File: src/rtl/pipe_pkg.sv
// rtl/pipe_pkg.sv - shared types and constants for the ID/EX pipeline register
//   DW/RW/AW : datapath, register-ID and ALU-op widths
//   REG_ZERO : ID of the hardwired-zero register
//   id_ex_ctrl_t : control bundle carried from ID into EX
package pipe_pkg;

  localparam int DW = 16;
  localparam int RW = 4;
  localparam int AW = 4;

  localparam logic [RW-1:0] REG_ZERO = 4'h0;

  typedef struct packed {
    logic [AW-1:0] aluop;
    logic          regwrite;
    logic          memread;
    logic          memwrite;
  } id_ex_ctrl_t;

endpackage

File: src/rtl/hazard_detect.sv
// rtl/hazard_detect.sv - combinational load-use detection and IF/ID stall
//   in : ex_valid, ex_memread, ex_rd   (instruction currently in EX)
//        id_valid, id_rs, id_rt, id_uses_rt (instruction currently in ID)
//        mem_stall
//   out: load_use    : ID depends on a load still in EX
//        stall_if_id : hold PC and IF/ID this cycle
module hazard_detect #(
  parameter int RW = 4
) (
  input  logic          ex_valid,
  input  logic          ex_memread,
  input  logic [RW-1:0] ex_rd,
  input  logic          id_valid,
  input  logic [RW-1:0] id_rs,
  input  logic [RW-1:0] id_rt,
  input  logic          id_uses_rt,
  input  logic          mem_stall,
  output logic          load_use,
  output logic          stall_if_id
);
  import pipe_pkg::*;

  logic rs_match;
  logic rt_match;

  // A load into r0 never produces a value, so it can never be a hazard.
  assign rs_match = (ex_rd == id_rs);
  assign rt_match = id_uses_rt && (ex_rd == id_rt);

  assign load_use = ex_valid && ex_memread && id_valid &&
                    (ex_rd != RW'(REG_ZERO)) && (rs_match || rt_match);

  assign stall_if_id = load_use || mem_stall;

endmodule

File: src/rtl/id_ex_pipe_reg.sv
// rtl/id_ex_pipe_reg.sv - ID/EX pipeline register with load-use bubble insertion
//   in : clk, rst (sync, active-high)
//        id_* : decoded instruction from ID (valid, reg IDs, operands, imm, control)
//        wb_regwrite/wb_rd/wb_data : WB-stage regfile write, bypassed into operands
//        flush : kill the instruction in ID; mem_stall : freeze the pipe
//   out: stall_if_id (comb), ex_* registered instruction for EX, bubble_cnt
module id_ex_pipe_reg #(
  parameter int DW    = 16,
  parameter int RW    = 4,
  parameter int AW    = 4,
  parameter int CNT_W = 16
) (
  input  logic             clk,
  input  logic             rst,
  input  logic             id_valid,
  input  logic [RW-1:0]    id_rs,
  input  logic [RW-1:0]    id_rt,
  input  logic [RW-1:0]    id_rd,
  input  logic             id_uses_rt,
  input  logic [DW-1:0]    id_rs_data,
  input  logic [DW-1:0]    id_rt_data,
  input  logic [DW-1:0]    id_imm,
  input  logic [AW-1:0]    id_aluop,
  input  logic             id_regwrite,
  input  logic             id_memread,
  input  logic             id_memwrite,
  input  logic             wb_regwrite,
  input  logic [RW-1:0]    wb_rd,
  input  logic [DW-1:0]    wb_data,
  input  logic             flush,
  input  logic             mem_stall,
  output logic             stall_if_id,
  output logic             ex_valid,
  output logic [RW-1:0]    ex_rs,
  output logic [RW-1:0]    ex_rt,
  output logic [RW-1:0]    ex_rd,
  output logic [DW-1:0]    ex_rs_data,
  output logic [DW-1:0]    ex_rt_data,
  output logic [DW-1:0]    ex_imm,
  output logic [AW-1:0]    ex_aluop,
  output logic             ex_regwrite,
  output logic             ex_memread,
  output logic             ex_memwrite,
  output logic [CNT_W-1:0] bubble_cnt
);
  import pipe_pkg::*;

  id_ex_ctrl_t id_ctrl;
  id_ex_ctrl_t ctrl_q;
  logic        load_use;
  logic        bubble;
  logic        wb_hit_rs;
  logic        wb_hit_rt;
  logic [DW-1:0] rs_fwd;
  logic [DW-1:0] rt_fwd;

  hazard_detect #(
    .RW (RW)
  ) u_hazard_detect (
    .ex_valid    (ex_valid),
    .ex_memread  (ctrl_q.memread),
    .ex_rd       (ex_rd),
    .id_valid    (id_valid),
    .id_rs       (id_rs),
    .id_rt       (id_rt),
    .id_uses_rt  (id_uses_rt),
    .mem_stall   (mem_stall),
    .load_use    (load_use),
    .stall_if_id (stall_if_id)
  );

  // An invalid slot must not write anything downstream, so its whole
  // control bundle is zeroed before it is latched.
  always_comb begin
    id_ctrl = '0;
    if (id_valid) begin
      id_ctrl.aluop    = id_aluop;
      id_ctrl.regwrite = id_regwrite;
      id_ctrl.memread  = id_memread;
      id_ctrl.memwrite = id_memwrite;
    end
  end

  // WB writes the regfile in the same cycle ID reads it; the regfile read
  // returns the old value, so take the WB data directly instead.
  assign wb_hit_rs = wb_regwrite && (wb_rd != RW'(REG_ZERO)) && (wb_rd == id_rs);
  assign wb_hit_rt = wb_regwrite && (wb_rd != RW'(REG_ZERO)) && (wb_rd == id_rt);
  assign rs_fwd    = wb_hit_rs ? wb_data : id_rs_data;
  assign rt_fwd    = wb_hit_rt ? wb_data : id_rt_data;

  assign bubble = flush || load_use;

  always_ff @(posedge clk) begin
    if (rst) begin
      ex_valid   <= 1'b0;
      ex_rs      <= '0;
      ex_rt      <= '0;
      ex_rd      <= '0;
      ex_rs_data <= '0;
      ex_rt_data <= '0;
      ex_imm     <= '0;
      ctrl_q     <= '0;
    end else if (!mem_stall) begin
      if (bubble) begin
        // Zero IDs plus regwrite=0 keep the bubble invisible to forwarding.
        ex_valid   <= 1'b0;
        ex_rs      <= '0;
        ex_rt      <= '0;
        ex_rd      <= '0;
        ex_rs_data <= '0;
        ex_rt_data <= '0;
        ex_imm     <= '0;
        ctrl_q     <= '0;
      end else begin
        ex_valid   <= id_valid;
        ex_rs      <= id_rs;
        ex_rt      <= id_rt;
        ex_rd      <= id_rd;
        ex_rs_data <= rs_fwd;
        ex_rt_data <= rt_fwd;
        ex_imm     <= id_imm;
        ctrl_q     <= id_ctrl;
      end
    end
  end

  // Only bubbles caused by load-use are counted; a flush in the same cycle
  // takes precedence and the cycle is attributed to the branch instead.
  always_ff @(posedge clk) begin
    if (rst) begin
      bubble_cnt <= '0;
    end else if (!mem_stall && !flush && load_use && (bubble_cnt != {CNT_W{1'b1}})) begin
      bubble_cnt <= bubble_cnt + CNT_W'(1);
    end
  end

  assign ex_aluop    = ctrl_q.aluop;
  assign ex_regwrite = ctrl_q.regwrite;
  assign ex_memread  = ctrl_q.memread;
  assign ex_memwrite = ctrl_q.memwrite;

endmodule
File: config.mk
export PLATFORM = sky130hd
export DESIGN_NAME = id_ex_pipe_reg
export DESIGN_NICKNAME = d
export VERILOG_FILES = /design/src/rtl/pipe_pkg.sv /design/src/rtl/hazard_detect.sv /design/src/rtl/id_ex_pipe_reg.sv
export SDC_FILE = /design/constraint.sdc
export NUM_CORES = 1
export LEC_CHECK = 0
export BUFFER_PORTS_ARGS = -buffer_cell sky130_fd_sc_hd__buf_4
export CAP_MARGIN = 40
export CORE_ASPECT_RATIO = 0.5
export CORE_UTILIZATION = 45
export DETAILED_ROUTE_END_ITERATION = 8
export PLACE_DENSITY_LB_ADDON = 0.3
export SKIP_CTS_REPAIR_TIMING = 1
export SYNTH_ARGS = -nofsm -noshare
export SYNTH_HDL_FRONTEND = slang
export SYNTH_SLANG_ARGS = --single-unit
File: constraint.sdc
create_clock -name clk -period 6.03 [get_ports clk]
set_clock_uncertainty 0.05 [all_clocks]
set_input_delay 1.206 -clock clk [delete_from_list [all_inputs] [get_ports clk]]
set_output_delay 1.206 -clock clk [all_outputs]
set_load 0.005 [all_outputs]
==> flow_summary.yaml <==
run_status:
  run_status: "complete, but fails checks"
  failed_checks: "design-rule violations"
timing:
  grt_setup_unrepaired: "false"
  setup_viol: 0
  slew_headroom_pct: 52.6
  final_max_slew_viol_count: 0
  min_period_ps: 3720
  finalSetupTns_ps: 0
  worstMarginPinSlew_ps: 711
  fmax_ghz: 0.269
  fin_crit_sh_pct: 61.8
  hold_violations: 0
clocking:
  cts_num_sinks: 84
  worstSkewPairLatency_ps: 330
  cts_tree: "done"
  h-tree-depth: 3
  clk_pin_slew_ps: 60
  clock_path_buffers: 2
  numCtsBuffers: 9
  cts-root-buf: "clkbuf_16"
drt:
  wl_met3_um: 560
  met2_length_um: 4720
  drc: 10
  routed.top_layer: "met4"
  first_pass_iters: 8
  wl_um: 9490
  antenna_left: 0
  via_count: 3254
  via_per_inst: 5.26
  drt-met1-wl_um: 4170
  avgRoutedWirePerCell_um: 15.3
  drtIter0Drc: 235
synth:
  syn_nets: 442
  ys_seq_elements: 84
  synth_top_cell_area_share_pct: 48.9
  synth_cells: 347
  post_synth_num_cell_types: 39
  ys_seq_area_share_pct: 48.9
  synthTopCellsByArea: "dfxtp_1 49%, mux2i_1 9.6%, a22o_1 7.4%"
  yosysWarnings: 0
  avgSynthCellArea_um2: 9.92
  yosysTopAreaCell: "dfxtp_1"
  synthesis.area_um2: 3440
power_and_ir_drop:
  power.leakage_nw: 2.22
  total_power_w: 0.00126
  ir_drop_uv: 139
  power_density_nw_per_um2: 245
setup_path:
  path_class: "in2out"
  critPathArrivalTime_ps: 2470
  start_kind: "input port"
  worstPathMaxFanout: 5
  cp.required_ps: 4770
  critPathCaptureType: "primary output"
finish:
  multiInputGateArea_um2: 1660
  n_fill_cell: 612
  seqCellArea_um2: 1680
  area.growth.synth_to_final_pct: 50.0
  drive_gt1_share_pct: 39.8
  diodes: 0
  final_nets: 614
floorplanning:
  coreArea_um2: 7380
  die_area_um2: 8020
  dieWidth_um: 126
  pin_count: 179
  rows: 22
  die_h_um: 63.8
  initial_core_util_pct: 46.7
placed_design:
  place_hpwl_um: 6890
  portBuffers: 178
  gp_congestion: 0.836
global_route:
  grt_pass1_wl_um: 15400
  grt_max_degree: 69
  track_usage_pct: 24.2
  antenna_found_initial: 0
  globalRoute.totalOverflow: 0
  grt_pass1_vias: 3052
hold_path:
  hp-class: "reg2reg"
job:
  max_cap_viol_count: 0
-- path summary, 6_finish.rpt --
path	from	endpoint	slack, ps	cells past startpoint
setup / recovery	id_rt[1]	stall_if_id	2310	6
hold / removal	ex_rt_data[5]	ex_rt_data[5]	400	2
setup reg to reg	bubble_cnt[0]	bubble_cnt[15]	3510	7
hold reg to reg	ex_rt_data[5]	ex_rt_data[5]	400	2
-- final cells by class --
class,instances,area share [%]
flip-flops and latches,84,32.6
clock inverters,4,0.969
multi-input cells,239,32.2
repair buffers,182,27.0
inverters,3,0.218
clock buffers,11,4.70
well taps,96,2.33
-- layout by cell type (no fill, tap or decap), types with 2 or more instances in the layout --
cell type   synthesis  routed
nor2_1             12      12
o31ai_1             2       2
mux2_2              2       2
xor2_1              5       5
xnor2_1            14      14
nor4_1              2       2
o21ai_1             5       5
nor2b_1             4       3
or4_1               3       3
o21ai_0            33      33
buf_4               0     180
a21oi_1             8       8
clkbuf_16           0       9
mux2i_1            33      33
dfxtp_1            84      84
nand4_1             6       6
nand3_1             8       8
a22o_1             29      29
a32o_1              7       7
inv_1               3       3
nor2_2              2       2
nor3_1              3       3
clkinvlp_4          0       2
nand2_1            39      39
and4_1              5       5
or3_1               5       5
-- cells by family after synthesis --
group / synth area share (%)
adders and majority gates: 0.363
buffers and inverters: 3.02
AOI/OAI and AO/OA: 18.1
and+or+nand+nor: 14.6
DFF: 48.9
muxes: 10.3
xor gates and xnor gates: 4.83
-- synth_stat cells (all sizes together) --
cell    count
and3        1
dfxtp      84
a31o        1
a32o        7
mux2i      33
or3         5
inv         3
mux2        2
clkbuf     16
or2         1
nand3       9
nor4        3
nand4       6
nand2b      1
nand2      39
nor2       14
a22o       29
a311oi      1
or4         4
o41ai       2
o31ai       2
nor3        3
buf         5
and4        5
and2        1
o21ai      38
xor2        5
nor2b       4
ha          1
xnor2      14
a21oi       8
-- metrics by stage --
step	setup WS, ps	cells	util (%)	hold slack, ps	area (µm²)
finish	2310	619	70.0	402	5160
global route	2220	619	70.0	431	5160
CTS	2310	619	70.0	403	5160
detailed placement	2310	604	66.0	395	4870
global placement	2330	602	65.5	385	4830
floorplan	2630	347	-	395	3440
-- where the power goes --
part / internal, W / leakage (nW) / total [W] / switching [W]
clock: 0.000329 / 0.138 / 0.000536 / 0.000207
sequential: 0.000573 / 0.683 / 0.000584 / 0.0000107
combinational: 0.0000866 / 1.40 / 0.000145 / 0.0000586
-- critical path, cell delays in order --
cell and delay [ps]:
buf_4 130, xor2_1 160, o41ai_4 490, and2_4 250
or2_2 130, buf_4 100
-- per-layer routing --
metal,vias up,track usage (%)
met5,-,0
met2,91,41.2
li1,1608,-
met1,1548,30.7
met4,0,5.95
met3,7,6.53
-- registers in the layout, summed over array words and instances (netlist names), 4 cells and up --
register    flops
ex_rd           4
ex_rs           4
ex_aluop        4
ex_imm         16
ex_rt           4
bubble_cnt     16
ex_rt_data     16
ex_rs_data     16
Note: power is estimated with default switching activity, not from simulation.
